## src/rtl/regfile_scoreboard.sv

```systemverilog
// RAW-hazard scoreboard for the RV32I register file: per-register pending-write
// counters, decode stall generation and pending-write overflow protection.
module regfile_scoreboard #(
  parameter int CNT_W     = 2,
  parameter bit BYPASS_WB = 1'b0
) (
  input  logic        clk,
  input  logic        rst,
  input  logic        issue_valid_i,
  input  logic [4:0]  rs1_i,
  input  logic [4:0]  rs2_i,
  input  logic        rs1_used_i,
  input  logic        rs2_used_i,
  input  logic [4:0]  rd_i,
  input  logic        rd_wr_i,
  input  logic        wb_valid_i,
  input  logic [4:0]  wb_rd_i,
  input  logic        flush_i,
  output logic        stall_o,
  output logic        issue_accept_o,
  output logic [31:0] busy_o,
  output logic [7:0]  inflight_o,
  output logic        err_o
);

  localparam logic [CNT_W-1:0] CNT_ZERO = {CNT_W{1'b0}};
  localparam logic [CNT_W-1:0] CNT_ONE  = CNT_W'(1);
  localparam logic [CNT_W-1:0] CNT_MAX  = {CNT_W{1'b1}};

  logic [CNT_W-1:0] r_cnt [32];
  logic [7:0]       r_inflight;
  logic             r_err;

  logic [CNT_W-1:0] w_cnt_rs1, w_cnt_rs2, w_cnt_rd, w_cnt_wb;
  logic             w_drain1, w_drain2, w_h1, w_h2, w_hsat;
  logic             w_stall, w_accept, w_inc, w_dec, w_same, w_err_set;
  logic [31:0]      w_busy;

  assign w_cnt_rs1 = r_cnt[rs1_i];
  assign w_cnt_rs2 = r_cnt[rs2_i];
  assign w_cnt_rd  = r_cnt[rd_i];
  assign w_cnt_wb  = r_cnt[wb_rd_i];

  // A writeback retiring the last pending write only clears the hazard when forwarded.
  assign w_drain1 = BYPASS_WB && wb_valid_i && (wb_rd_i == rs1_i) && (w_cnt_rs1 == CNT_ONE);
  assign w_drain2 = BYPASS_WB && wb_valid_i && (wb_rd_i == rs2_i) && (w_cnt_rs2 == CNT_ONE);

  assign w_h1   = rs1_used_i && (rs1_i != 5'd0) && (w_cnt_rs1 != CNT_ZERO) && !w_drain1;
  assign w_h2   = rs2_used_i && (rs2_i != 5'd0) && (w_cnt_rs2 != CNT_ZERO) && !w_drain2;
  assign w_hsat = rd_wr_i && (rd_i != 5'd0) && (w_cnt_rd == CNT_MAX)
                  && !(wb_valid_i && (wb_rd_i == rd_i));

  assign w_stall   = issue_valid_i && !flush_i && (w_h1 || w_h2 || w_hsat);
  assign w_accept  = issue_valid_i && !flush_i && !w_stall;
  assign w_inc     = w_accept && rd_wr_i && (rd_i != 5'd0);
  assign w_dec     = wb_valid_i && (wb_rd_i != 5'd0) && (w_cnt_wb != CNT_ZERO);
  assign w_same    = w_inc && w_dec && (rd_i == wb_rd_i);
  assign w_err_set = wb_valid_i && (wb_rd_i != 5'd0) && (w_cnt_wb == CNT_ZERO);

  // Busy vector derived from counter state; x0 is never tracked.
  always_comb begin
    w_busy = 32'd0;
    for (int i = 1; i < 32; i++) begin
      w_busy[i] = (r_cnt[i] != CNT_ZERO);
    end
  end

  // Counter, in-flight total and sticky error state.
  always_ff @(posedge clk or posedge rst) begin
    if (rst) begin
      for (int i = 0; i < 32; i++) begin
        r_cnt[i] <= CNT_ZERO;
      end
      r_inflight <= 8'd0;
      r_err      <= 1'b0;
    end else begin
      if (w_err_set) begin
        r_err <= 1'b1;
      end
      if (flush_i) begin
        for (int i = 0; i < 32; i++) begin
          r_cnt[i] <= CNT_ZERO;
        end
        r_inflight <= 8'd0;
      end else begin
        if (w_inc && !w_same) begin
          r_cnt[rd_i] <= w_cnt_rd + CNT_ONE;
        end
        if (w_dec && !w_same) begin
          r_cnt[wb_rd_i] <= w_cnt_wb - CNT_ONE;
        end
        if (w_inc && !w_dec) begin
          r_inflight <= r_inflight + 8'd1;
        end else if (w_dec && !w_inc) begin
          r_inflight <= r_inflight - 8'd1;
        end
      end
    end
  end

  assign stall_o        = w_stall;
  assign issue_accept_o = w_accept;
  assign busy_o         = w_busy;
  assign inflight_o     = r_inflight;
  assign err_o          = r_err;

endmodule

```

## config.mk

```make
export PLATFORM = sky130hd
export DESIGN_NAME = regfile_scoreboard
export DESIGN_NICKNAME = d
export VERILOG_FILES = /design/src/rtl/regfile_scoreboard.sv
export SDC_FILE = /design/constraint.sdc
export NUM_CORES = 1
export LEC_CHECK = 0
export CAP_MARGIN = 20
export CORE_MARGIN = 3
export CORE_UTILIZATION = 60
export CTS_BUF_LIST = sky130_fd_sc_hd__clkbuf_8
export CTS_CLUSTER_SIZE = 25
export DETAILED_ROUTE_END_ITERATION = 16
export HOLD_SLACK_MARGIN = 0.08
export MAX_ROUTING_LAYER = met4
export PLACE_DENSITY = 0.95
export SLEW_MARGIN = 15
export SYNTH_ARGS = -nofsm -noshare
export SYNTH_HDL_FRONTEND = slang
export SYNTH_SLANG_ARGS = --single-unit
export TNS_END_PERCENT = 30
```

## constraint.sdc

```tcl
create_clock -name clk -period 9.9 [get_ports clk]
set_input_delay 1.485 -clock clk [delete_from_list [all_inputs] [get_ports clk]]
set_output_delay 1.485 -clock clk [all_outputs]
set_load 0.02 [all_outputs]
```

==> results <==
- The run finished with clean final reports.
- Max-cap violations in this run came to 0.
- From left edge to right edge, the die measures approximately 110 microns.
- The number of core rows is 37.
- The count of input and output buffers is 69.
- In this run the critical register-to-register path is launched from r_cnt[32]$_DFF_PP0_.
- After clock tree synthesis, the clock-pin slew on the worst setup and hold paths is 0.09 ns.
- The xor/xnor cell area share of the yosys netlist is 0.0131.
- The placeable core region is 0.0106 sq mm.
- The count of unresolved DRC violations after routing is 0.
- By area, the combinational part of the netlist is dominated by compound AO/OA/AOI/OAI gates.
- The max-slew violation count is 0.
- The DRC violation total after the first TritonRoute iteration is 1,335.
- The transition time of the tightest slew-check pin is 1.07 ns.
- The clock insertion delay at the later pin of the skew report is 0.37 ns.
- The largest total area in the synthesized netlist belongs to sky130_fd_sc_hd__dfrtp_1.
- The fmax is roughly 120 MHz.
- The mapped netlist covers roughly 0.0067 sq mm.
- The initial core utilization is 0.632.
- The wire length per cell is 27.5 microns.
- The number of cells upsized or downsized after cts is 0.
- Headroom to the max-slew limit came out at 0.279.
- The mux contribution to synthesized area is 0.150.
- At the end of routability-driven placement, the weighted congestion stood at 1.05.
- Of the post-synthesis cell area, the dominant cell type holds 0.274.
- The CTS buffer count is 9.
- The number of antenna violations at the first check in global routing is 0.
- The number of setup violations in the final report is 0.
- Detailed placement ended at an HPWL of about 17,000 microns.
- Entering global routing, the biggest net connects 74 pins.
- For this run the aggregate overflow at the end of global routing stands at 0.
- The path class of the tightest hold or removal check is flip-flop to flip-flop.
- VDD sags by at most approximately 0.084 mV.
- The commonest non-fill, non-tap cell in the layout is sky130_fd_sc_hd__dfrtp_1.
- The unique cell type count in the Yosys netlist is 68.
- In the synthesized netlist, the number of instances is 738.
- After synthesis, the share of flip-flops with an asynchronous set or reset is 1.00.
- Cell internal power was estimated by the tool at 476 uW.
- The die footprint is 0.0124 sq mm.
- The height of the die is roughly 110 microns.
- Of the total power, combinational logic draws 0.207.
- The top fanout value on the critical path is 21.
- Of the total power, registers draw 0.434.
- The synthesized design contains 0 enable-type register cells.
- The final-report hold violation count came to 0.
- The routed wire length is about 25,000 microns.
- The switching power is approximately 220 uW.
- The startpoint of the lowest-slack hold path is err_o$_DFFE_PP0P_.
- The detailed-router iteration count before antenna repair is 10.
- The via count of the first global-routing pass is 6,843.
- For the worst setup path, the data required time is between 8 and 9 ns.
- Setup repair after global routing left no endpoint under its margin.
- The critical path start-end classification is input port to output pin.
- The kind of launch point of the worst setup path is an input port.
- In this run the remaining antenna-violating nets after routing total 0.
- After synthesis, the cell types taking the most area are sky130_fd_sc_hd__dfrtp_1 27%, sky130_fd_sc_hd__mux4_2 15%, sky130_fd_sc_hd__o21ai_0 4.5%, sky130_fd_sc_hd__a31o_2 3.7%, sky130_fd_sc_hd__a21oi_1 3.4%.
- The share of final-layout standard cells stronger than drive strength 1 is 0.196.
- The number of buffers on the longest clock path is 2.
- Of the total synthesized cell area, the portion taken by AND, OR, NAND and NOR gates is 0.174.
- The share of total power in the clock network is 0.359.
- The detailed router placed 7,293 vias in this run.
- The count of inserted antenna diode cells is 0.
- The flip-flop and latch count after synthesis is 73.
- The signal arrival time at the worst endpoint is 6.59 ns.
- The cell area after placement is between 0.007 and 0.008 sq mm.
- The leakage power of the design is 3.00 nW.
- Of the total power, the share spent switching nets is 0.317.
- In the global route stage, overall resource usage came out at 0.413.
- The top-level port count is 71.
- Summed over all failing endpoints, the final setup total negative slack is 0 ns.
- On the final layout, the worst clock skew is 0.0123 ns.
- For this run, the share of the core covered by cells in the final layout is 0.721.
- The launch point of the worst path is rd_i[0].
- In the routed layout, each cell is associated on average with a via count of 7.96.
- The post-synthesis compound-gate area fraction was 0.300.
- Once the clock tree was built, the setup fixing pass inserted 0 buffers.
- Of the total synthesized cell area, the portion taken by full adders, half adders and majority gates is 0.0180.
- The post-layout minimum cycle time is 8.08 ns.
- The sequential-to-total area share from yosys stat is 0.274.
- The tree is rooted in a sky130_fd_sc_hd__clkbuf_8.
- The power density of the placed cells is 91.6 mW/mm^2.
- The count of H-tree levels built during CTS is 3.
- The number of hold buffers added after CTS was 0.
- The part of the cycle the worst path needs is 0.816.
- At the end of the flow, the number of nets in the layout was 812.
- The growth of design area from synthesis to finish is 14.1%.
- The most used flip-flop cell after synthesis is sky130_fd_sc_hd__dfrtp_1.
- The category of the worst setup path capture point is an output pin.
- TritonCTS built the clock tree.
- The clock drives 73 sinks.
- Yosys printed 0 warnings.
- The finished cells cover 0.00761 sq mm.
- The library cells used most frequently in the layout, excluding fill and tap cells, are 73 x sky130_fd_sc_hd__dfrtp_1, 68 x sky130_fd_sc_hd__clkdlybuf4s50_1, 60 x sky130_fd_sc_hd__o21ai_0, 49 x sky130_fd_sc_hd__nor2_1, 46 x sky130_fd_sc_hd__a21oi_1.
- The first global-routing pass estimated 39,400 microns of wire.
- The synthesized area per cell is 9.04 sq um.
- The post-synth net total is 775.
[registers in the layout (all words and copies together), names as in the netlist]
name	flops
err_o	1
inflight_o	8
r_cnt	64
[synthesized netlist by cell type (all sizes together), types with 2 or more instances]
master / instances
nor3: 17
nor2b: 3
a31o: 35
a221oi: 16
and3: 10
nor4b: 6
inv: 37
and3b: 3
a32oi: 7
nor2: 50
mux4: 43
a21o: 7
nand4: 8
a211oi: 18
a2bb2oi: 6
o31ai: 5
o21bai: 3
buf: 31
nor3b: 10
and2: 10
or3b: 2
xnor2: 4
or3: 2
clkbuf: 36
mux2i: 2
nand3b: 3
nand2: 48
ha: 8
a31oi: 29
a22oi: 27
o311a: 2
or2: 13
xor2: 6
nand3: 32
a2111oi: 4
a21oi: 46
o21ai: 61
dfrtp: 73
[through the flow]
stage                     std cells  power, mW  hold WS [ns]  setup WS (ns)
after floorplan                 738      0.403         0.519           3.62
after global placement          895      0.443         0.459           2.15
after CTS                       912      0.688         0.483           2.04
after global routing            916      0.718         0.509           1.59
after detailed placement        896      0.447         0.464           1.83
final                           916      0.697         0.479           1.82
[cell type report]
cell class,instances,area [sq um]
clock inverter,6,58.8
clock buffer,10,138
timing repair buffer,93,897
tap,136,170
sequential,73,1830
fill,802,2940
inverter,37,144
multi-input combinational,561,4380
[power by group through the flow]
stage | Combinational (mW) | Sequential, mW | Clock (mW)
4_1_cts | 0.139 | 0.303 | 0.247
3_3_place_gp | 0.135 | 0.308 | 0
6_report | 0.144 | 0.303 | 0.250
5_1_grt | 0.153 | 0.303 | 0.262
3_5_place_dp | 0.138 | 0.309 | 0
2_1_floorplan | 0.0933 | 0.310 | 0
[cells by family after synthesis]
kind of cell    Yosys count
compound gates          274
simple gates            221
buf+inv                 104
flops                    73
mux                      46
xor+xnor                 10
fa+ha+maj                 9
other cells               1
[worst max-delay path: stages]
cell and delay, ns:
sky130_fd_sc_hd__clkdlybuf4s50_1 1.01, sky130_fd_sc_hd__buf_4 0.36, sky130_fd_sc_hd__mux4_2 0.53, sky130_fd_sc_hd__a22oi_1 0.28, sky130_fd_sc_hd__nand4_1 0.56, sky130_fd_sc_hd__ha_1 0.46
sky130_fd_sc_hd__o311ai_1 0.09, sky130_fd_sc_hd__a31oi_1 0.07, sky130_fd_sc_hd__a31oi_1 0.29, sky130_fd_sc_hd__o41a_1 0.38, sky130_fd_sc_hd__buf_4 0.36, sky130_fd_sc_hd__a31oi_1 0.14
sky130_fd_sc_hd__clkdlybuf4s50_1 0.56
[metal layers]
layer,global-route usage,share of wire,vias up
li1,-,-,2931
met1,0.535,0.35,3406
met2,0.602,0.43,764
met3,0.135,0.16,192
met4,0.170,0.064,0
met5,-,0,-
[final timing paths]
path	end	slack, ns	cells after the start
setup / recovery	stall_o	1.82	13
hold / removal	err_o$_DFFE_PP0P_	0.48	1
setup reg to reg	inflight_o[7]$_DFFE_PP0P_	4.04	18
hold reg to reg	err_o$_DFFE_PP0P_	0.48	1
max in group asynchronous	r_cnt[51]$_DFF_PP0_	7.49	3
min in group asynchronous	inflight_o[2]$_DFFE_PP0P_	1.75	3
(Power assumes the default switching activity.)
